<file path="config.mk">
export PLATFORM = sky130hd
export DESIGN_NAME = lattice_scan_sequencer_flat
export DESIGN_NICKNAME = d
export VERILOG_FILES = /design/src/rtl/lattice_scan_sequencer_if.sv /design/src/rtl/lattice_scan_sequencer.sv /design/src/flat_wrapper.sv
export SDC_FILE = /design/constraint.sdc
export NUM_CORES = 1
export LEC_CHECK = 0
export BUFFER_PORTS_ARGS = -buffer_cell sky130_fd_sc_hd__buf_2
export CAP_MARGIN = 20
export CORE_MARGIN = 2
export CORE_UTILIZATION = 50
export CTS_CLUSTER_SIZE = 24
export DETAILED_ROUTE_END_ITERATION = 16
export GPL_TIMING_DRIVEN = 0
export PLACE_DENSITY = 0.74
export SETUP_SLACK_MARGIN = 0.5
export SKIP_LAST_GASP = 1
export SYNTH_ARGS = -nofsm -noshare
export SYNTH_HDL_FRONTEND = slang
export SYNTH_SLANG_ARGS = --single-unit
</file>
<file path="constraint.sdc">
create_clock -name clk_in -period 2.2 [get_ports clk_in]
set_input_delay 0.44 -clock clk_in [delete_from_list [all_inputs] [get_ports clk_in]]
set_output_delay 0.44 -clock clk_in [all_outputs]
set_load 0.03 [all_outputs]
</file>
<file path="src/rtl/lattice_scan_sequencer_if.sv">
// Coordinate/handshake bundle between the scan sequencer and its neighbour-address
// and writeback consumers. Coordinates are replicated on 9 lanes, one per neighbour.
interface lattice_scan_sequencer_if #(
    parameter int unsigned HPIXELS    = 205,
    parameter int unsigned VPIXELS    = 154,
    parameter int unsigned STEP_WIDTH = 16
);
    localparam int unsigned HW = $clog2(HPIXELS);
    localparam int unsigned VW = $clog2(VPIXELS);

    logic                    start_in;
    logic                    ready_in;
    logic [8:0][HW-1:0]      hor_out;
    logic [8:0][VW-1:0]      vert_out;
    logic                    valid_out;
    logic [HW-1:0]           wb_hor_out;
    logic [VW-1:0]           wb_vert_out;
    logic                    wb_valid_out;
    logic                    bank_out;
    logic                    busy_out;
    logic                    done_out;
    logic [STEP_WIDTH-1:0]   step_count_out;

    // Controller side: issues start and ready, consumes the coordinate streams.
    modport master (
        output start_in, ready_in,
        input  hor_out, vert_out, valid_out, wb_hor_out, wb_vert_out, wb_valid_out,
        input  bank_out, busy_out, done_out, step_count_out
    );

    // Sequencer side.
    modport slave (
        input  start_in, ready_in,
        output hor_out, vert_out, valid_out, wb_hor_out, wb_vert_out, wb_valid_out,
        output bank_out, busy_out, done_out, step_count_out
    );
endinterface

</file>
<file path="src/rtl/lattice_scan_sequencer.sv">
// Raster sweep generator for one lattice timestep: issues every cell coordinate once
// (hor fastest), mirrors accepted coordinates onto a fixed-latency writeback stream,
// then flips the ping-pong bank and bumps the timestep counter.
module lattice_scan_sequencer #(
    parameter int unsigned HPIXELS    = 205,
    parameter int unsigned VPIXELS    = 154,
    parameter int unsigned WB_LATENCY = 8,
    parameter int unsigned STEP_WIDTH = 16
) (
    input  logic                   clk_in,
    input  logic                   rst_in,
    lattice_scan_sequencer_if.slave bus
);
    localparam int unsigned HW = $clog2(HPIXELS);
    localparam int unsigned VW = $clog2(VPIXELS);
    localparam int unsigned DW = (WB_LATENCY > 1) ? $clog2(WB_LATENCY) : 1;

    localparam logic [HW-1:0] HMAX  = HW'(HPIXELS - 1);
    localparam logic [VW-1:0] VMAX  = VW'(VPIXELS - 1);
    localparam logic [DW-1:0] DLOAD = DW'(WB_LATENCY - 1);

    typedef enum logic [1:0] {StIdle, StScan, StDrain, StDone} state_e;

    state_e                state_q, state_d;
    logic [HW-1:0]         hor_q, hor_d;
    logic [VW-1:0]         vert_q, vert_d;
    logic [DW-1:0]         drain_q, drain_d;
    logic                  bank_q, bank_d;
    logic [STEP_WIDTH-1:0] step_q, step_d;

    logic                  valid;
    logic                  fire;

    // Writeback delay line; index 0 is the newest entry.
    logic                  wb_fire_q [WB_LATENCY];
    logic [HW-1:0]         wb_hor_q  [WB_LATENCY];
    logic [VW-1:0]         wb_vert_q [WB_LATENCY];

    assign valid = (state_q == StScan);
    assign fire  = valid & bus.ready_in;

    // Next-state logic: raster advance on each accepted coordinate, drain countdown.
    always_comb begin
        state_d = state_q;
        hor_d   = hor_q;
        vert_d  = vert_q;
        drain_d = drain_q;
        bank_d  = bank_q;
        step_d  = step_q;
        unique case (state_q)
            StIdle: begin
                if (bus.start_in) begin
                    state_d = StScan;
                    hor_d   = '0;
                    vert_d  = '0;
                end
            end
            StScan: begin
                if (fire) begin
                    if (hor_q == HMAX) begin
                        hor_d = '0;
                        if (vert_q == VMAX) begin
                            vert_d  = '0;
                            state_d = StDrain;
                            drain_d = DLOAD;
                        end else begin
                            vert_d = vert_q + 1'b1;
                        end
                    end else begin
                        hor_d = hor_q + 1'b1;
                    end
                end
            end
            StDrain: begin
                // Wait until the last accepted coordinate has left the delay line.
                if (drain_q == '0) begin
                    state_d = StDone;
                end else begin
                    drain_d = drain_q - 1'b1;
                end
            end
            StDone: begin
                state_d = StIdle;
                bank_d  = ~bank_q;
                step_d  = step_q + 1'b1;
            end
            default: state_d = StIdle;
        endcase
    end

    // State, coordinate, bank and timestep registers.
    always_ff @(posedge clk_in) begin
        if (rst_in) begin
            state_q <= StIdle;
            hor_q   <= '0;
            vert_q  <= '0;
            drain_q <= '0;
            bank_q  <= 1'b0;
            step_q  <= '0;
        end else begin
            state_q <= state_d;
            hor_q   <= hor_d;
            vert_q  <= vert_d;
            drain_q <= drain_d;
            bank_q  <= bank_d;
            step_q  <= step_d;
        end
    end

    // Delay line shifts every cycle so stalls surface as writeback bubbles.
    always_ff @(posedge clk_in) begin
        if (rst_in) begin
            for (int i = 0; i < int'(WB_LATENCY); i++) begin
                wb_fire_q[i] <= 1'b0;
                wb_hor_q[i]  <= '0;
                wb_vert_q[i] <= '0;
            end
        end else begin
            for (int i = int'(WB_LATENCY) - 1; i > 0; i--) begin
                wb_fire_q[i] <= wb_fire_q[i-1];
                wb_hor_q[i]  <= wb_hor_q[i-1];
                wb_vert_q[i] <= wb_vert_q[i-1];
            end
            wb_fire_q[0] <= fire;
            wb_hor_q[0]  <= hor_q;
            wb_vert_q[0] <= vert_q;
        end
    end

    assign bus.hor_out        = {9{hor_q}};
    assign bus.vert_out       = {9{vert_q}};
    assign bus.valid_out      = valid;
    assign bus.wb_valid_out   = wb_fire_q[WB_LATENCY-1];
    assign bus.wb_hor_out     = wb_hor_q[WB_LATENCY-1];
    assign bus.wb_vert_out    = wb_vert_q[WB_LATENCY-1];
    assign bus.bank_out       = bank_q;
    assign bus.busy_out       = (state_q != StIdle);
    assign bus.done_out       = (state_q == StDone);
    assign bus.step_count_out = step_q;
endmodule

</file>
<file path="src/flat_wrapper.sv">
// flat-port wrapper written by rule: the top's interface ports become plain ports
module lattice_scan_sequencer_flat 
#(
    parameter int unsigned HPIXELS    = 205,
    parameter int unsigned VPIXELS    = 154,
    parameter int unsigned WB_LATENCY = 8,
    parameter int unsigned STEP_WIDTH = 16
)
  (clk_in, rst_in, bus_start_in, bus_ready_in, bus_hor_out, bus_vert_out, bus_valid_out, bus_wb_hor_out, bus_wb_vert_out, bus_wb_valid_out, bus_bank_out, bus_busy_out, bus_done_out, bus_step_count_out);
  lattice_scan_sequencer_if #(.HPIXELS(HPIXELS), .VPIXELS(VPIXELS), .STEP_WIDTH(STEP_WIDTH)) bus_i ();
  input  logic clk_in;
  input  logic rst_in;
  input wire logic [$bits(bus_i.start_in)-1:0] bus_start_in;
  input wire logic [$bits(bus_i.ready_in)-1:0] bus_ready_in;
  output wire logic [$bits(bus_i.hor_out)-1:0] bus_hor_out;
  output wire logic [$bits(bus_i.vert_out)-1:0] bus_vert_out;
  output wire logic [$bits(bus_i.valid_out)-1:0] bus_valid_out;
  output wire logic [$bits(bus_i.wb_hor_out)-1:0] bus_wb_hor_out;
  output wire logic [$bits(bus_i.wb_vert_out)-1:0] bus_wb_vert_out;
  output wire logic [$bits(bus_i.wb_valid_out)-1:0] bus_wb_valid_out;
  output wire logic [$bits(bus_i.bank_out)-1:0] bus_bank_out;
  output wire logic [$bits(bus_i.busy_out)-1:0] bus_busy_out;
  output wire logic [$bits(bus_i.done_out)-1:0] bus_done_out;
  output wire logic [$bits(bus_i.step_count_out)-1:0] bus_step_count_out;
  assign bus_i.start_in = bus_start_in;
  assign bus_i.ready_in = bus_ready_in;
  assign bus_hor_out = bus_i.hor_out;
  assign bus_vert_out = bus_i.vert_out;
  assign bus_valid_out = bus_i.valid_out;
  assign bus_wb_hor_out = bus_i.wb_hor_out;
  assign bus_wb_vert_out = bus_i.wb_vert_out;
  assign bus_wb_valid_out = bus_i.wb_valid_out;
  assign bus_bank_out = bus_i.bank_out;
  assign bus_busy_out = bus_i.busy_out;
  assign bus_done_out = bus_i.done_out;
  assign bus_step_count_out = bus_i.step_count_out;
  lattice_scan_sequencer #(.HPIXELS(HPIXELS), .VPIXELS(VPIXELS), .WB_LATENCY(WB_LATENCY), .STEP_WIDTH(STEP_WIDTH)) u_core (.clk_in(clk_in), .rst_in(rst_in), .bus(bus_i));
endmodule
</file>
==> results of run 1 <==
[flip-flops by register name (all words and copies together), names as in the netlist]
signal and count:
u_core.vert_q 8, u_core.bus.step_count_out 16, u_core.hor_q 8, u_core.drain_q 3
u_core.wb_vert_q 64, u_core.wb_hor_q 64, u_core.wb_fire_q 8, u_core.bus.bank_out 1
u_core.state_q 2
[cell families after synthesis]
group / Yosys count / share of synthesized area, %
simple gates: 230 / 19.9
buf+inv: 175 / 18.2
flops: 174 / 53.0
compound gates: 31 / 3.12
xor+xnor: 23 / 3.06
fa+ha+maj: 12 / 2.28
mux: 3 / 0.457
[what timing repair did]
item	in CTS	in global routing
hold endpoints to repair	0	0
setup buffers	12	13
pin swaps	7	10
resized for setup	23	53
setup endpoints to repair	66	90
[final timing paths]
path	from	cells past startpoint	to	slack [ps]
worst max-delay path	u_core.hor_q[0]$_SDFFE_PP0P_	7	u_core.vert_q[5]$_SDFFE_PP0P_	360
worst min-delay path	bus_ready_in	2	u_core.wb_fire_q[0][0]$_SDFF_PP0_	380
worst max register to register	u_core.hor_q[0]$_SDFFE_PP0P_	7	u_core.vert_q[5]$_SDFFE_PP0P_	360
worst min register to register	u_core.wb_vert_q[0][32]$_SDFF_PP0_	1	u_core.wb_vert_q[0][40]$_SDFF_PP0_	430
[power breakdown]
| part | switching [mW] | internal (mW) |
|---|---|---|
| sequential | 0.0589 | 3.21 |
| combinational | 0.873 | 0.689 |
| clock | 1.23 | 1.65 |
[metal layers]
layer / vias to the layer above / track usage (%)
li1: 2366 / -
met1: 2131 / 18.8
met2: 138 / 29.4
met3: 10 / 4.97
met4: 0 / 5.65
met5: - / 0
[placed cells by master (no fill, tap or decap), types with 7 or more instances in the layout]
master / synthesis / routed
nor2b_1: 135 / 133
clkbuf_4: 0 / 15
nand3_1: 14 / 13
buf_2: 1 / 165
dfxtp_1: 174 / 156
nand2_1: 15 / 15
buf_4: 144 / 168
nor2_1: 37 / 35
dfxtp_4: 0 / 13
nand4_1: 8 / 8
xnor2_1: 7 / 7
ha_1: 12 / 7
xor2_1: 16 / 16
inv_1: 13 / 8
clkbuf_16: 0 / 18
o21ai_1: 0 / 7
clkbuf_1: 16 / 17
[layout make-up]
cell class	count	area, sq um	area share (%)
clock buffer	19	454	5.13
clock inverter	13	126	1.43
multi-input combinational	299	2130	24.1
sequential	174	3540	40.0
inverter	13	58.8	0.664
tap	172	215	2.43
timing repair buffer	209	1170	13.3
buffer	162	1160	13.1
[worst register-to-register path: cells and delay by family (launching register included)]
family                     cells  cell delay [ps]
buffers and inverters          1               60
AOI/OAI and AO/OA              2              280
DFF                            1              350
and+or+nand+nor                3              950
adders and majority gates      1              130
==> metrics, run 1 <==
critical path's top delay family=simple AND/OR/NAND/NOR gates; worst-case clock skew=about 7.3 ps; Pleak=4.38 nW; met2 WL=6170 um; area leader, netlist=dfxtp_1; Syn Nets=664; total CTS buffers=17; TritonCTS clock tree=done; ys async rst share=0%; # DRC=0; Via density=4.38; dpl ws=approximately 160 ps; initial core utilization=between 50% and 60%; Fin Setup TNS=0 ps; Synth Instances=648; GPL Wtd Cong=between 0.7 and 0.8; Setup-failing EPs final=0; Die Ht=119 um; largest net degree at the start of global routing=17; Detailed Route WL=12,000 um; GRT overflow=0; Synth cell types=39; Mapped Area=0.00658 sq mm; most instantiated cells after synthesis=dfxtp_1, buf_4, nor2b_1; CP Data Arrival Time=2190 ps; worst min-delay path class=in2reg; Core Area=0.0127 sq mm; # diodes=0; Port Buffers=184; Crit-path slowest cell=or4_4; Chip Width=between 100 and 150 um; register bit total from synthesis=174; DP HPWL=8150 um; First-pass DRT Iterations=4; Area contributors post-synth=dfxtp_1, buf_4, nor2b_1; area post-placement=0.00782 sq mm; Die Footprint=about 0.014 sq mm; Placement Rows=41; gr usage total=between 10% and 20%; CP Launch Type=register; routed vias=4,645; Fin Hold WS=approximately 380 ps; RSZ-0062 raised after global routing=true; Worst Path Required=2550 ps; DRT iter0 DRCs=184; Clock Path Buffers=2; clk sinks=174; Final Hold Viols=0; initial antenna violation count=0; critical path's largest stage delay=460 ps; crit-path cells=inv_4, ha_4, nand3_4, or4_4, or3_4, o21a_1, o21ai_2; Worst Setup Path Type=reg2reg; register clock-pin slew on the reported worst setup and hold paths=70 ps; Relative slew margins=57.8%; placed cells=1,004; total of max-cap violations=0; Tightest Pin Transition=633 ps; fin crit period=1840 ps; worst skew pair latency=410 ps; Power, Total=7.71 mW; post-route ant nets=0; synthesis-to-layout area growth=34.6%; Final Core Density=69.6%; top sig layer=met4; CTS root buf=clkbuf_16; Fillers=959; vias in the first global route=between 4,000 and 5,000; Final Max Tran Viols=0; EDFF count, synth=0; Max VDD drop=0.622 mV; CP Buf/Inv Count=1; CTS Hold Bufs=0; Setup crit end kind=register; post-route cell area=0.00885 sq mm; share of post-route cells with drive strength above 1=49.6%; period utilization=between 80% and 90%; Synth top area share=a little over half; DR WL/cell=11.4 um; H-Tree Depth=4; Fmax=544 MHz; Synth Area per Inst=10.1 sq um; synth warn=0; status=finished clean; Pwr Density=870 mW/mm^2; CP max FO=4; register area share after synthesis=53.0%; top_reg_cell synth=dfxtp_1; final setup margin=360 ps; I/O pins=185; fin nets=892; Final Non-Filler Cells=1,061; wire length on met1=5170 um; routed wire length on met3=591 um; first-pass GRT wire length=19,200 um; most frequent cell after synthesis=dfxtp_1
No activity file was read; power rests on OpenSTA's default activity.
==> run 2: changes to the inputs <==
--- a/config.mk
+++ b/config.mk
@@ -8,11 +8,11 @@
 export BUFFER_PORTS_ARGS = -buffer_cell sky130_fd_sc_hd__buf_2
 export CAP_MARGIN = 20
 export CORE_MARGIN = 2
-export CORE_UTILIZATION = 50
+export CORE_UTILIZATION = 47
 export CTS_CLUSTER_SIZE = 24
 export DETAILED_ROUTE_END_ITERATION = 16
 export GPL_TIMING_DRIVEN = 0
-export PLACE_DENSITY = 0.74
+export PLACE_DENSITY = 0.73
 export SETUP_SLACK_MARGIN = 0.5
 export SKIP_LAST_GASP = 1
 export SYNTH_ARGS = -nofsm -noshare
==> constraint.sdc (replaced) <==
create_clock -name clk_in -period 1.6 [get_ports clk_in]
set_input_delay 0.32 -clock clk_in [delete_from_list [all_inputs] [get_ports clk_in]]
set_output_delay 0.32 -clock clk_in [all_outputs]
set_load 0.03 [all_outputs]
==> run 2 against run 1 <==
Compared with the run above: die area is 6.2% higher; via count is 18% higher; fmax is 7.2% lower; setup slack worse by 740 ps; first-iteration DRC count is 130% higher; worst hold slack worse by 130 ps; final area is 23% higher; the flow now finishes with violations (negative setup slack); sequential power is 37% higher; routed wire length is 67% higher; critical endpoint is now u_core.vert_q[4]$_SDFFE_PP0P_; clock power is 47% higher; clock-buffer cell count stayed put.
==> metrics, run 2 (synthesis gave the netlist of run 1 again) <==
Fin Setup TNS=-9110 ps (-9110 ps); commonest non-fill, non-tap cells in the layout=buf_6, buf_4, dfxtp_1; Final Hold Viols=0 (unchanged); synthesis-to-layout area growth=65.5%; Setup-failing EPs final=99 (+99); crit-path cells=inv_4, ha_4, nand3_4, or4_4, or3_4, buf_4, o21ai_1; Fmax=504 MHz (-7.2%); vias in the first global route=4,234 (-3.1%); worst-case clock skew=9.68 ps (+2.36 ps); violated checks=negative setup slack; met2 WL=10,300 um (+66%); Fin Hold WS=241 ps (-134 ps); RSZ-0062 raised after global routing=true; first-pass GRT wire length=19,800 um (+2.8%); # DRC=0 (unchanged); period utilization=124% (+40 points); share of post-route cells with drive strength above 1=57.5% (+7.9 points); GRT overflow=0 (unchanged); area post-placement=0.00791 sq mm (+1.2%); DR WL/cell=17.8 um (+57%); Pwr Density=1070 mW/mm^2 (+23%); DP HPWL=7530 um (-7.6%); wire length on met1=7810 um (+51%); Worst Setup Path Type=reg2reg; I/O pins=185 (unchanged); R2R cell count=7 (unchanged); Setup crit end kind=register; CTS root buf=clkbuf_16; fin crit period=1980 ps (+143 ps); initial antenna violation count=0 (unchanged); gr usage total=16.8% (+0.31 points); reg2reg start=u_core.hor_q[0]$_SDFFE_PP0P_; Chip Width=122 um (+3.0%); Hold Path Sink=u_core.wb_fire_q[0][0]$_SDFF_PP0_; Via density=4.86 (+11%); leading cell type in the layout, fill and taps excluded=buf_6; post-route cell area=0.0109 sq mm (+23%); Core Area=0.0138 sq mm (+8.3%); Pleak=4.98 nW (+14%); register clock-pin slew on the reported worst setup and hold paths=70 ps (about the same); Clock Path Buffers=2 (unchanged); First-pass DRT Iterations=5 (+1); top sig layer=met4; CP Launch Type=register; CTS Hold Bufs=0 (unchanged); critical path's largest stage delay=470 ps (about the same); Port Buffers=184 (unchanged); Placement Rows=43 (+4.9%); largest net degree at the start of global routing=17 (unchanged); Max VDD drop=1.06 mV (+70%); clk sinks=174 (unchanged); GPL Wtd Cong=0.724 (-2.5%); DRT iter0 DRCs=425 (+130%); status=finished, violations left; worst min-delay path class=in2reg; RR Endpoint=u_core.vert_q[4]$_SDFFE_PP0P_; TritonCTS clock tree=done; Tightest Pin Transition=683 ps (+50.2 ps); CP max FO=4 (unchanged); routed wire length on met3=1330 um (+120%); critical hold path startpoint=bus_ready_in; Final Max Tran Viols=0 (unchanged); H-Tree Depth=4 (unchanged); hold path depth=2 (unchanged); Die Ht=122 um (+3.0%); Reg2Reg Setup Slack=-380 ps (-740 ps); total of max-cap violations=0 (unchanged); post-route ant nets=0 (unchanged); routed vias=5,489 (+18%); Die Footprint=0.0150 sq mm (+6.2%); worst skew pair latency=430 ps (+20 ps); initial core utilization=47.7% (-3.9 points); CP Data Arrival Time=2310 ps (+120 ps); Detailed Route WL=20,100 um (+67%); Crit-path slowest cell=or4_4; Final Core Density=79.0% (+9.4 points); total CTS buffers=17 (unchanged); Worst Path Required=1930 ps (-620 ps); # diodes=0 (unchanged); final setup margin=-383 ps (-743 ps); fin nets=953 (+6.8%); Relative slew margins=54.0% (-3.8 points)
[run 2: area by class of cell]
type | count | area (sq um)
multi-input combinational | 299 | 2250
clock buffer | 19 | 453
fill | 664 | 2890
clock inverter | 13 | 149
inverter | 13 | 61.3
timing repair buffer | 270 | 2790
sequential | 174 | 3610
buffer | 162 | 1350
tap | 180 | 225
[run 2: per-stage QoR]
stage	power, mW	setup slack (ps)	cells
3_3_place_gp	6.22	-416	1012
2_1_floorplan	5.91	-267	648
5_1_grt	12.0	-454	1130
6_report	11.7	-383	1130
3_5_place_dp	6.25	-479	1012
4_1_cts	10.9	-224	1085
[run 2: worst max path at each step]
stage	cells past startpoint	from	endpoint	slack (ps)
2_1_floorplan	7	u_core.hor_q[0]$_SDFFE_PP0P_	u_core.vert_q[5]$_SDFFE_PP0P_	-270
3_3_place_gp	7	u_core.hor_q[0]$_SDFFE_PP0P_	u_core.state_q[0]$_SDFFE_PP0P_	-420
3_5_place_dp	7	u_core.hor_q[0]$_SDFFE_PP0P_	u_core.state_q[0]$_SDFFE_PP0P_	-480
4_1_cts	7	u_core.hor_q[0]$_SDFFE_PP0P_	u_core.vert_q[5]$_SDFFE_PP0P_	-220
5_1_grt	8	u_core.state_q[0]$_SDFFE_PP0P_	u_core.hor_q[5]$_SDFFE_PP0P_	-450
6_report	7	u_core.hor_q[0]$_SDFFE_PP0P_	u_core.vert_q[4]$_SDFFE_PP0P_	-380
[run 2: timing repair]
item                                    CTS  global route
pin swaps                                17            15
resized for setup                       175           414
endpoints found under the setup margin  253           325
setup buffers                            38            39
gates cloned                              3             6
[run 2: per-layer routing]
layer | vias to the layer above | GRT usage, %
li1 | 2494 | -
met1 | 2598 | 19.5
met2 | 309 | 28.5
met3 | 88 | 5.67
met4 | 0 | 6.90
met5 | - | 0
[run 2: where the power goes]
part           total [mW]  internal, mW  leakage (nW)  switching [mW]
sequential           4.49          4.40          1.43          0.0968
combinational        2.93          1.37          3.25            1.56
clock                4.23          2.42         0.298            1.81
total                11.7          8.18          4.98            3.47
[run 2: critical path, delay by kind of cell (launching register included)]
family / cells / cell delay [ps]
DFF: 1 / 360
adders and majority gates: 1 / 140
buffers and inverters: 2 / 230
and+or+nand+nor: 3 / 970
AOI/OAI and AO/OA: 1 / 190
==> run 3: changes to the inputs <==
--- a/config.mk
+++ b/config.mk
@@ -7,7 +7,7 @@
 export LEC_CHECK = 0
 export BUFFER_PORTS_ARGS = -buffer_cell sky130_fd_sc_hd__buf_2
 export CAP_MARGIN = 20
-export CORE_MARGIN = 2
+export CORE_MARGIN = 8
 export CORE_UTILIZATION = 47
 export CTS_CLUSTER_SIZE = 24
 export DETAILED_ROUTE_END_ITERATION = 16
==> run 3 against run 2 <==
Compared with the run above: the flow still finishes with violations (negative setup slack); first-iteration DRC count rose by 16%; combinational power fell by 3%; worst hold slack improved by 46 ps; sequential cell count did not move; die area rose by 21%; final area rose by 1.2%; total power fell by 1.1%; clock-buffer cell count fell by 2; sequential power barely moved; routed wire length rose by 16%; final cell count fell by 0.35%; critical path type unchanged; critical endpoint is now u_core.vert_q[3]$_SDFFE_PP0P_; largest cell class unchanged; largest power group unchanged.
==> metrics, run 3 (synthesis gave the netlist of run 1 again) <==
DP HPWL=8760 um (+16%); gr usage total=16.0% (-0.81 points); worst-case clock skew=21.5 ps (+11.8 ps); CP Data Arrival Time=2420 ps (+110 ps); # DRC=0 (unchanged); CTS Hold Bufs=0 (unchanged); switching pwr=3.65 mW (+5.3%); Final Max Tran Viols=0 (unchanged); status=finished, violations left; TritonCTS clock tree=done; critical path depth=6 (-1); Via density=5.07 (+4.5%); Worst Setup Path Type=reg2reg; Setup-failing EPs final=82 (-17%); reg2reg start=u_core.state_q[1]$_SDFFE_PP0P_; # diodes=0 (unchanged); Pwr Density=1050 mW/mm^2 (-2.3%); Port Buffers=184 (unchanged); register clock-pin slew on the reported worst setup and hold paths=90 ps (+20 ps); Final Core Density=80.0% (+0.94 points); synthesis-to-layout area growth=67.5%; Relative slew margins=47.1% (-7.0 points); critical hold path startpoint=bus_ready_in; Fin Setup TNS=-10000 ps (-887 ps); crit-path cells=inv_4, ha_4, nor2b_2, o31ai_4, or3_4, o31ai_1; Combinational Power Share=24.7% (-0.4 points); First-pass DRT Iterations=7 (+2); Cell Int Power=7.87 mW (-3.9%); Crit-path slowest cell=or3_4; initial antenna violation count=0 (unchanged); Final Hold Viols=0 (unchanged); Worst Path Required=1930 ps (about the same); worst min-delay path class=in2reg; final setup margin=-496 ps (-114 ps); GRT overflow=0 (unchanged); Placement Rows=43 (unchanged); CP Buf/Inv Count=1 (-1); critical path's largest stage delay=410 ps (-60 ps); RSZ-0062 raised after global routing=true; R2R cell count=6 (-1); RR Endpoint=u_core.vert_q[3]$_SDFFE_PP0P_; power share of the sequential group=39.2% (+0.6 points); Core Area=0.0138 sq mm (unchanged); CTS root buf=clkbuf_16; Clock Power Share=36.1% (-0.2 points); CP max FO=8 (+4); GPL Wtd Cong=0.793 (+9.6%); largest net degree at the start of global routing=19 (+2); DR WL/cell=20.8 um (+17%); DRT iter0 DRCs=493 (+16%); Max VDD drop=1.01 mV (-4.0%); Setup crit end kind=register; initial core utilization=47.7% (unchanged); Detailed Route WL=23,400 um (+16%); Reg2Reg Setup Slack=-500 ps (-110 ps); share of post-route cells with drive strength above 1=58.5% (+0.98 points); CP Capture Point=u_core.vert_q[3]$_SDFFE_PP0P_; fin nets=949 (-0.42%); Switching Fraction=31.7% (+1.9 points); clk sinks=174 (unchanged); total of max-cap violations=0 (unchanged); Tightest Pin Transition=787 ps (+103 ps); critical path's top delay family=simple AND/OR/NAND/NOR gates; worst skew pair latency=430 ps (about the same); routed vias=5,714 (+4.1%); CP Launch Point=u_core.state_q[1]$_SDFFE_PP0P_; fin crit period=2100 ps (+114 ps); post-route ant nets=0 (unchanged); Fmax=477 MHz (-5.4%); CP Launch Type=register; Clock Path Buffers=2 (unchanged); I/O pins=185 (unchanged); vias in the first global route=4,919 (+16%); H-Tree Depth=4 (unchanged); violated checks=negative setup slack; leading cell type in the layout, fill and taps excluded=buf_6; Fin Hold WS=287 ps (+46.1 ps); first-pass GRT wire length=23,200 um (+18%); Chip Width=134 um (+9.8%); Die Ht=134 um (+9.8%); commonest non-fill, non-tap cells in the layout=buf_6, dfxtp_1, buf_4; total CTS buffers=17 (unchanged); period utilization=131% (+7.1 points); Die Footprint=0.0180 sq mm (+21%); Pleak=4.97 nW (-0.12%)
run 3: how the worst min path moves through the flow:
stage / end / slack (ps) / depth (start not counted)
6_report: u_core.wb_fire_q[0][0]$_SDFF_PP0_ / 290 / 2
5_1_grt: u_core.wb_fire_q[0][0]$_SDFF_PP0_ / 260 / 2
4_1_cts: u_core.wb_fire_q[0][0]$_SDFF_PP0_ / 220 / 2
3_5_place_dp: u_core.wb_vert_q[0][10]$_SDFF_PP0_ / 420 / 1
3_3_place_gp: u_core.wb_hor_q[0][18]$_SDFF_PP0_ / 420 / 1
2_1_floorplan: u_core.wb_fire_q[0][1]$_SDFF_PP0_ / 410 / 1
run 3: what timing repair did:
item,4_1_cts,5_1_grt
gates cloned,5,4
gates resized for setup,221,435
setup endpoints to repair,253,295
setup buffers,37,36
pin swaps,21,12
run 3: power groups by stage:
| stage | clock network [mW] | logic [mW] | registers (mW) |
|---|---|---|---|
| 3_3_place_gp | 0 | 1.58 | 4.65 |
| 6_report | 4.16 | 2.85 | 4.51 |
| 2_1_floorplan | 0 | 1.25 | 4.66 |
| 3_5_place_dp | 0 | 1.62 | 4.65 |
| 4_1_cts | 4.12 | 2.25 | 4.50 |
| 5_1_grt | 4.42 | 2.93 | 4.52 |
run 3: layer usage:
metal  global-route usage [%]  vias to the layer above  wire length, um
li1                         -                     2481                -
met1                     16.4                     2704             8550
met2                     27.9                      417            11300
met3                     7.40                      112             2310
met4                     6.11                        0             1170
met5                        0                        -                0
run 3: final cells by class:
type | count | area [sq um]
Inverter | 13 | 58.8
Clock buffer | 17 | 425
Buffer | 162 | 1410
Sequential cell | 174 | 3610
Clock inverter | 15 | 169
Timing Repair Buffer | 266 | 2860
Fill cell | 621 | 2760
Tap cell | 180 | 225
Multi-Input combinational cell | 299 | 2260
run 3: stage by stage:
stage	setup WS [ps]	cells	cell area [sq um]	power, mW
final	-496	1126	11000	11.5
after global routing	-531	1126	11000	11.9
after CTS	-310	1086	9580	10.9
after detailed placement	-496	1012	7910	6.27
after global placement	-434	1012	7910	6.23
after floorplan	-267	648	6770	5.91
